$ cat src/rtl/positmult_prod_4_raw_es3_if.sv
// Operand/result bundle for the raw es=3 posit multiplier.
//   start     : operation valid (one op per cycle, no backpressure)
//   in1, in2  : unpacked operands {sgn, scale[8:0], frac[FBITS-1:0], inf, zero}
//   result    : {sgn, scale[9:0], frac[2*FBITS-1:0], inf, zero}
//   done      : result valid
//   truncated : a nonzero product bit was dropped while normalizing
// master drives operands, slave (the multiplier) drives results.
interface positmult_prod_4_raw_es3_if #(
  parameter int FBITS = 27
);
  logic                   start;
  logic [FBITS+11:0]      in1;
  logic [FBITS+11:0]      in2;
  logic [2*FBITS+12:0]    result;
  logic                   done;
  logic                   truncated;

  modport master (output start, in1, in2, input result, done, truncated);
  modport slave  (input start, in1, in2, output result, done, truncated);
endinterface

$ cat src/rtl/positmult_prod_4_raw_es3.sv
// Pipelined raw posit (es=3) multiplier feeding the 8-stage product adder.
// Fully pipelined, one op per cycle, start/done tagged, fixed latency:
// start sampled at edge n gives done with its result after edge n+4.
// Ports:
//   clk  : clock, rising edge
//   rst  : synchronous active-high reset, drops all in-flight ops
//   bus  : slave side of positmult_prod_4_raw_es3_if (start/in1/in2 in,
//          result/done/truncated out)
module positmult_prod_4_raw_es3 #(
  parameter int FBITS = 27
) (
  input  logic                          clk,
  input  logic                          rst,
  positmult_prod_4_raw_es3_if.slave     bus
);
  localparam int LATENCY = 4;
  localparam int MW      = FBITS + 1;   // mantissa with hidden bit
  localparam int LW      = MW / 2;      // low split of mB
  localparam int HW      = MW - LW;     // high split of mB
  localparam int PW      = 2 * MW;      // full product width

  typedef struct packed {
    logic             sgn;
    logic [8:0]       scale;
    logic [FBITS-1:0] frac;
    logic             inf;
    logic             zero;
  } posit_in_t;

  typedef struct packed {
    logic       sgn;
    logic [9:0] scale;
    logic       inf;
    logic       zero;
  } meta_t;

  // A zero operand carries no meaningful fields; flatten it so stale
  // sign/scale/fraction bits can never leak into the product.
  function automatic posit_in_t canon(input posit_in_t p);
    posit_in_t c;
    c = p;
    if (p.zero) begin
      c      = '0;
      c.zero = 1'b1;
    end
    return c;
  endfunction

  logic [LATENCY:0] vld_pipe;
  logic             start_v;

  posit_in_t             a0, b0;
  meta_t                 m1, m2, m3;
  logic [MW-1:0]         ma1, mb1;
  logic [MW+LW-1:0]      pp_lo2;
  logic [MW+HW-1:0]      pp_hi2;
  logic [PW-1:0]         p3;
  logic [2*FBITS+12:0]   result_q;
  logic                  trunc_q;

  // An X on start must not launch an op: an X condition takes the default.
  always_comb begin
    start_v = 1'b0;
    if (bus.start) start_v = 1'b1;
  end

  // Special-case resolution for stage 1.
  logic a_inf_or, a_zero_or;
  assign a_inf_or  = a0.inf | b0.inf;
  assign a_zero_or = (a0.zero | b0.zero) & ~a_inf_or;

  always_ff @(posedge clk) begin
    if (rst) begin
      vld_pipe <= '0;
      a0       <= '0;
      b0       <= '0;
      m1       <= '0;
      m2       <= '0;
      m3       <= '0;
      ma1      <= '0;
      mb1      <= '0;
      pp_lo2   <= '0;
      pp_hi2   <= '0;
      p3       <= '0;
      result_q <= '0;
      trunc_q  <= 1'b0;
    end else begin
      vld_pipe <= {vld_pipe[LATENCY-1:0], start_v};

      // Stage 0: capture operands.
      a0 <= canon(posit_in_t'(bus.in1));
      b0 <= canon(posit_in_t'(bus.in2));

      // Stage 1: sign, scale sum, flags, mantissas.
      m1.inf  <= a_inf_or;
      m1.zero <= a_zero_or;
      if (a_inf_or | a_zero_or) begin
        m1.sgn   <= 1'b0;
        m1.scale <= '0;
      end else begin
        m1.sgn   <= a0.sgn ^ b0.sgn;
        m1.scale <= {a0.scale[8], a0.scale} + {b0.scale[8], b0.scale};
      end
      ma1 <= {1'b1, a0.frac};
      mb1 <= {1'b1, b0.frac};

      // Stage 2: partial products split on the low half of mB.
      m2     <= m1;
      pp_lo2 <= ma1 * mb1[LW-1:0];
      pp_hi2 <= ma1 * mb1[MW-1:LW];

      // Stage 3: full product, in [1,4) with two integer bits.
      m3 <= m2;
      p3 <= PW'(pp_lo2) + (PW'(pp_hi2) << LW);

      // Stage 4: normalize to one integer bit. Scale cannot overflow
      // 10 signed bits (max 255+255+1), so no saturation.
      if (m3.inf | m3.zero) begin
        result_q <= {65'b0, m3.inf, m3.zero};
        trunc_q  <= 1'b0;
      end else if (p3[PW-1]) begin
        result_q <= {m3.sgn, m3.scale + 10'd1, p3[PW-2:1], 2'b00};
        trunc_q  <= p3[0];
      end else begin
        result_q <= {m3.sgn, m3.scale, p3[PW-3:0], 2'b00};
        trunc_q  <= 1'b0;
      end
    end
  end

  assign bus.done      = vld_pipe[LATENCY];
  assign bus.result    = result_q;
  assign bus.truncated = trunc_q;
endmodule

$ cat src/flat_wrapper.sv
// flat-port wrapper written by rule: the top's interface ports become plain ports
module positmult_prod_4_raw_es3_flat 
#(
  parameter int FBITS = 27
)
  (clk, rst, bus_start, bus_in1, bus_in2, bus_result, bus_done, bus_truncated);
  positmult_prod_4_raw_es3_if #(.FBITS(FBITS)) bus_i ();
  input  logic clk;
  input  logic rst;
  input wire logic [$bits(bus_i.start)-1:0] bus_start;
  input wire logic [$bits(bus_i.in1)-1:0] bus_in1;
  input wire logic [$bits(bus_i.in2)-1:0] bus_in2;
  output wire logic [$bits(bus_i.result)-1:0] bus_result;
  output wire logic [$bits(bus_i.done)-1:0] bus_done;
  output wire logic [$bits(bus_i.truncated)-1:0] bus_truncated;
  assign bus_i.start = bus_start;
  assign bus_i.in1 = bus_in1;
  assign bus_i.in2 = bus_in2;
  assign bus_result = bus_i.result;
  assign bus_done = bus_i.done;
  assign bus_truncated = bus_i.truncated;
  positmult_prod_4_raw_es3 #(.FBITS(FBITS)) u_core (.clk(clk), .rst(rst), .bus(bus_i));
endmodule
$ cat config.mk
export PLATFORM = sky130hd
export DESIGN_NAME = positmult_prod_4_raw_es3_flat
export DESIGN_NICKNAME = d
export VERILOG_FILES = /design/src/rtl/positmult_prod_4_raw_es3_if.sv /design/src/rtl/positmult_prod_4_raw_es3.sv /design/src/flat_wrapper.sv
export SDC_FILE = /design/constraint.sdc
export NUM_CORES = 2
export LEC_CHECK = 0
export ABC_AREA = 1
export CAP_MARGIN = 20
export CORE_ASPECT_RATIO = 0.75
export CORE_MARGIN = 5
export CORE_UTILIZATION = 25
export CTS_BUF_LIST = sky130_fd_sc_hd__clkbuf_8
export CTS_CLUSTER_SIZE = 20
export DETAILED_ROUTE_END_ITERATION = 10
export GPL_TIMING_DRIVEN = 1
export SLEW_MARGIN = 20
export SYNTH_ARGS = -nofsm -noshare
export SYNTH_HDL_FRONTEND = slang
export SYNTH_SLANG_ARGS = --single-unit
$ cat constraint.sdc
create_clock -name clk -period 8.2 [get_ports clk]
set_input_delay 2.05 -clock clk [delete_from_list [all_inputs] [get_ports clk]]
set_output_delay 2.05 -clock clk [all_outputs]
set_load 0.005 [all_outputs]
==> run_results.csv <==
group,metric,value,unit
power,switchingPower,1.22,mW
floorplanning,boundaryPins,150,
grt,track_usage,0.143,
route,viasPerCell,4.23,
timing,finalSetupViolCount,0,
clocking,clk-insertion-delay-late,0.72,ns
floorplanning,initial_utilization,0.252,
critical_path,cp.required,8.73,ns
synth,synth_common_cells,"nand2_1 (1610), inv_1 (1593), fa_1 (620)",
synth,yosysMostFrequentCell,"nand2_1",
finish,stdcell_count,7983,
power,p_comb_frac,0.092,
critical_path,worstPathArrival,7.00,ns
power,p_leak,25.5,nW
timing,fin_ws,1.73,ns
synth,synthCells,5712,
power,internal_power,3.13,mW
clocking,tritoncts,"yes",
clocking,cts.sink_count,385,
clocking,numCtsBuffers,69,
synth,syn-num-nets,6663,
timing,tightest_slew,1.13,ns
critical_path,path_class,"reg -> reg",
finish,nets,6734,
power,seqPwrFrac,0.456,
grt,grt_pass1_wl,197000,microns
grt,first_global_vias,35700,
finish,fillers,17800,
synth,yosysUniqueCellTypes,36,
critical_path,cpMaxStageDelayCell,"dfxtp_1",
synth,synthesis.area,0.0410,sq mm
critical_path,path_depth,20,
route,wirelength,121000,microns
synth,synth_top_cell_by_area,"fa_1",
synth,ys_seq_area_frac,0.188,
critical_path,max_stage_delay,0.96,ns
grt,grt_max_degree,72,
clocking,clk_pin_slew,0.07,ns
timing,fin_tns_setup,0,ns
critical_path,crit_top_cell,"fa_1",
critical_path,critPathBufInv,6,
route,num_vias,33800,
grt,grt_overflow,0,
power,power,4.35,mW
hold_path,holdPathStages,2,
route,detail_route.wl_per_cell,15.2,microns
clocking,postCtsHoldBufs,0,
route,drc_errors,0,
synth,yosys-top-cells-area,"fa_1 (30%), dfxtp_1 (19%), nand2_1 (15%)",
critical_path,crit_fanout,17,
floorplanning,die_y,361,microns
synth,syn_area_per_cell,7.18,sq um
synth,synth-seq-cells,385,
power,max-vdd-ir-drop,0.102,mV
finish,area_delta_synth_final,13.1,%
critical_path,crit_path_end_kind,"register",
timing,fin_crit_sh,0.790,
placement,dp_slack,1.82,ns
grt,antenna_found_initial,4,
floorplanning,die_w,478,microns
synth,synthArstFlopShare,0,
finish,multi_input_area,0.0265,sq mm
placement,place_area,0.0449,sq mm
clocking,cts_resized,0,
power,p_per_area,93.7,mW/mm^2
floorplanning,rows,128,
placement,hpwl,98100,microns
placement,port_buffers,149,
synth,synth-edff-count,0,
clocking,htreeDepth,3,
finish,layout-drive-gt1-share,0.0444,
power,p_sw_frac,0.280,
critical_path,path_cells,"buf_4 -> nand2_1 -> inv_1 -> fa_1 -> inv_1 -> fa_1 -> inv_1 -> fa_1 -> fa_1 -> fa_1 -> inv_1 -> fa_1 -> inv_1 -> ha_1 -> nand2_1 -> nor2_1 -> nand2_1 -> a21oi_1 -> nor3_1 -> nor3_1",
critical_path,reg2reg_depth,20,
route,first_iter_violations,2688,
placement,dp_cells,7857,
floorplanning,die_area,0.172,sq mm
timing,hold_violations,0,
route,detail-route-antenna-nets,0,
timing,fin_skew,0.0435,ns
critical_path,critical-path-top-delay-family,"adder cells",
timing,drv_slew,0,
clocking,cts_setup_buffers,0,
timing,grt_setup_unrepaired,"false",
critical_path,cp-start-kind,"register",
hold_path,hold_class,"reg -> reg",
flow_run,drv_cap,0,
power,p_clk_frac,0.452,
synth,yosys_warnings,0,
clocking,clockBufferDepth,3,
clocking,root_buffer,"clkbuf_8",
synth,yosysTopAreaCellShare,0.302,
finish,area.sequential,0.00772,sq mm
timing,slew_headroom,0.248,
route,dr.pass1.iters,5,
timing,final.min_clock_period,6.48,ns
timing,max_freq,154,MHz
status,status,"finished clean",
synth,synth-main-ff-cell,"dfxtp_1",
finish,final_area,0.0464,sq mm
placement,gp_congestion,0.921,
floorplanning,core-area,0.163,sq mm
[final timing paths]
check | slack (ns) | from | to
setup / recovery | 1.73 | u_core.mb1[18]$_SDFF_PP0_ | u_core.pp_hi2[16]$_SDFF_PP0_
hold / removal | 0.39 | u_core.m1[9]$_SDFF_PP0_ | u_core.m2[9]$_SDFF_PP0_
setup reg to reg | 1.73 | u_core.mb1[18]$_SDFF_PP0_ | u_core.pp_hi2[16]$_SDFF_PP0_
hold reg to reg | 0.39 | u_core.m1[9]$_SDFF_PP0_ | u_core.m2[9]$_SDFF_PP0_
[power groups by stage]
| stage | clock, mW | combinational (mW) | sequential (mW) |
|---|---|---|---|
| final | 1.97 | 0.401 | 1.98 |
| after global routing | 2.14 | 0.453 | 1.99 |
| after CTS | 2.05 | 0.408 | 1.98 |
| after detailed placement | 0 | 0.404 | 2.02 |
| after global placement | 0 | 0.401 | 2.02 |
| after floorplan | 0 | 0.258 | 1.97 |
[stage by stage]
stage | utilization | hold slack (ns)
after floorplan | - | 0.388
after CTS | 0.285 | 0.393
final | 0.285 | 0.393
after global routing | 0.285 | 0.410
after detailed placement | 0.276 | 0.392
after global placement | 0.276 | 0.389
[state kept, by name, summed over array words and instances (netlist names)]
name                  count
u_core.a0                39
u_core.b0                39
u_core.bus.result        67
u_core.bus.truncated      1
u_core.m1                13
u_core.m2                13
u_core.m3                13
u_core.ma1               27
u_core.mb1               28
u_core.p3                56
u_core.pp_hi2            42
u_core.pp_lo2            42
u_core.vld_pipe           5
[routing by layer]
| metal | up-vias | global-route usage | share of wire |
|---|---|---|---|
| met3 | 182 | 0.0434 | 0.097 |
| met2 | 1125 | 0.222 | 0.43 |
| met1 | 16100 | 0.196 | 0.45 |
| met5 | - | 0 | 0.00011 |
| met4 | 2 | 0.0349 | 0.022 |
| li1 | 16400 | - | - |
[layout by cell type (no fill, tap or decap), types with 2 or more instances in the layout]
cell type        count
xnor2_1              9
nand3_1            103
nand3_2             19
a21oi_1            249
bufinv_16            3
or2_1                4
clkinvlp_4           7
clkbuf_8            87
inv_1             1607
diode_2              3
nor3_1              32
o21bai_1            12
inv_2                8
nor2_1             430
nor4_1               5
or2_2                2
clkinv_4             3
buf_4               72
nor3_2               3
ha_1               250
nand2_1           1608
nor2_2              14
dfxtp_2             14
nor2_4               2
nand2_2             16
clkdlybuf4s50_1    148
dfxtp_1            371
o21ai_0             98
nand3b_1             2
and2_1               7
o21a_1               7
fa_1               620
clkinv_2             5
nand4_1              9
[worst register-to-register path, cell delays in order, from the launching register on]
cell and delay (ns):
dfxtp_1 0.96, buf_4 0.38, nand2_1 0.09, inv_1 0.11, fa_1 0.41, inv_1 0.08, fa_1 0.42, inv_1 0.10
fa_1 0.44, fa_1 0.50, fa_1 0.49, inv_1 0.05, fa_1 0.47, inv_1 0.04, ha_1 0.38, nand2_1 0.13
nor2_1 0.21, nand2_1 0.14, a21oi_1 0.28, nor3_1 0.09, nor3_1 0.52
[cell type report]
cell class / count / share of cell area
Inverter: 1600 / 0.129
Clock inverter: 36 / 0.00617
Timing Repair Buffer: 220 / 0.0436
Sequential cell: 385 / 0.166
Antenna cell: 3 / 0.000162
Tap cell: 2145 / 0.0578
Clock buffer: 87 / 0.0258
Multi-Input combinational cell: 3507 / 0.571
[kinds of logic (layout without fill, tap and decap cells)]
kind of cell               Yosys count  count (layout)  share of synthesized area
and+or+nand+nor                   2258            2258                      0.218
buffers and inverters             1820            1943                      0.167
DFF                                385             385                      0.188
xor gates and xnor gates             9               9                    0.00192
AOI/OAI and AO/OA                  370             370                     0.0465
other                                0               3                          0
adders and majority gates          870             870                      0.379
(Power assumes the default switching activity.)
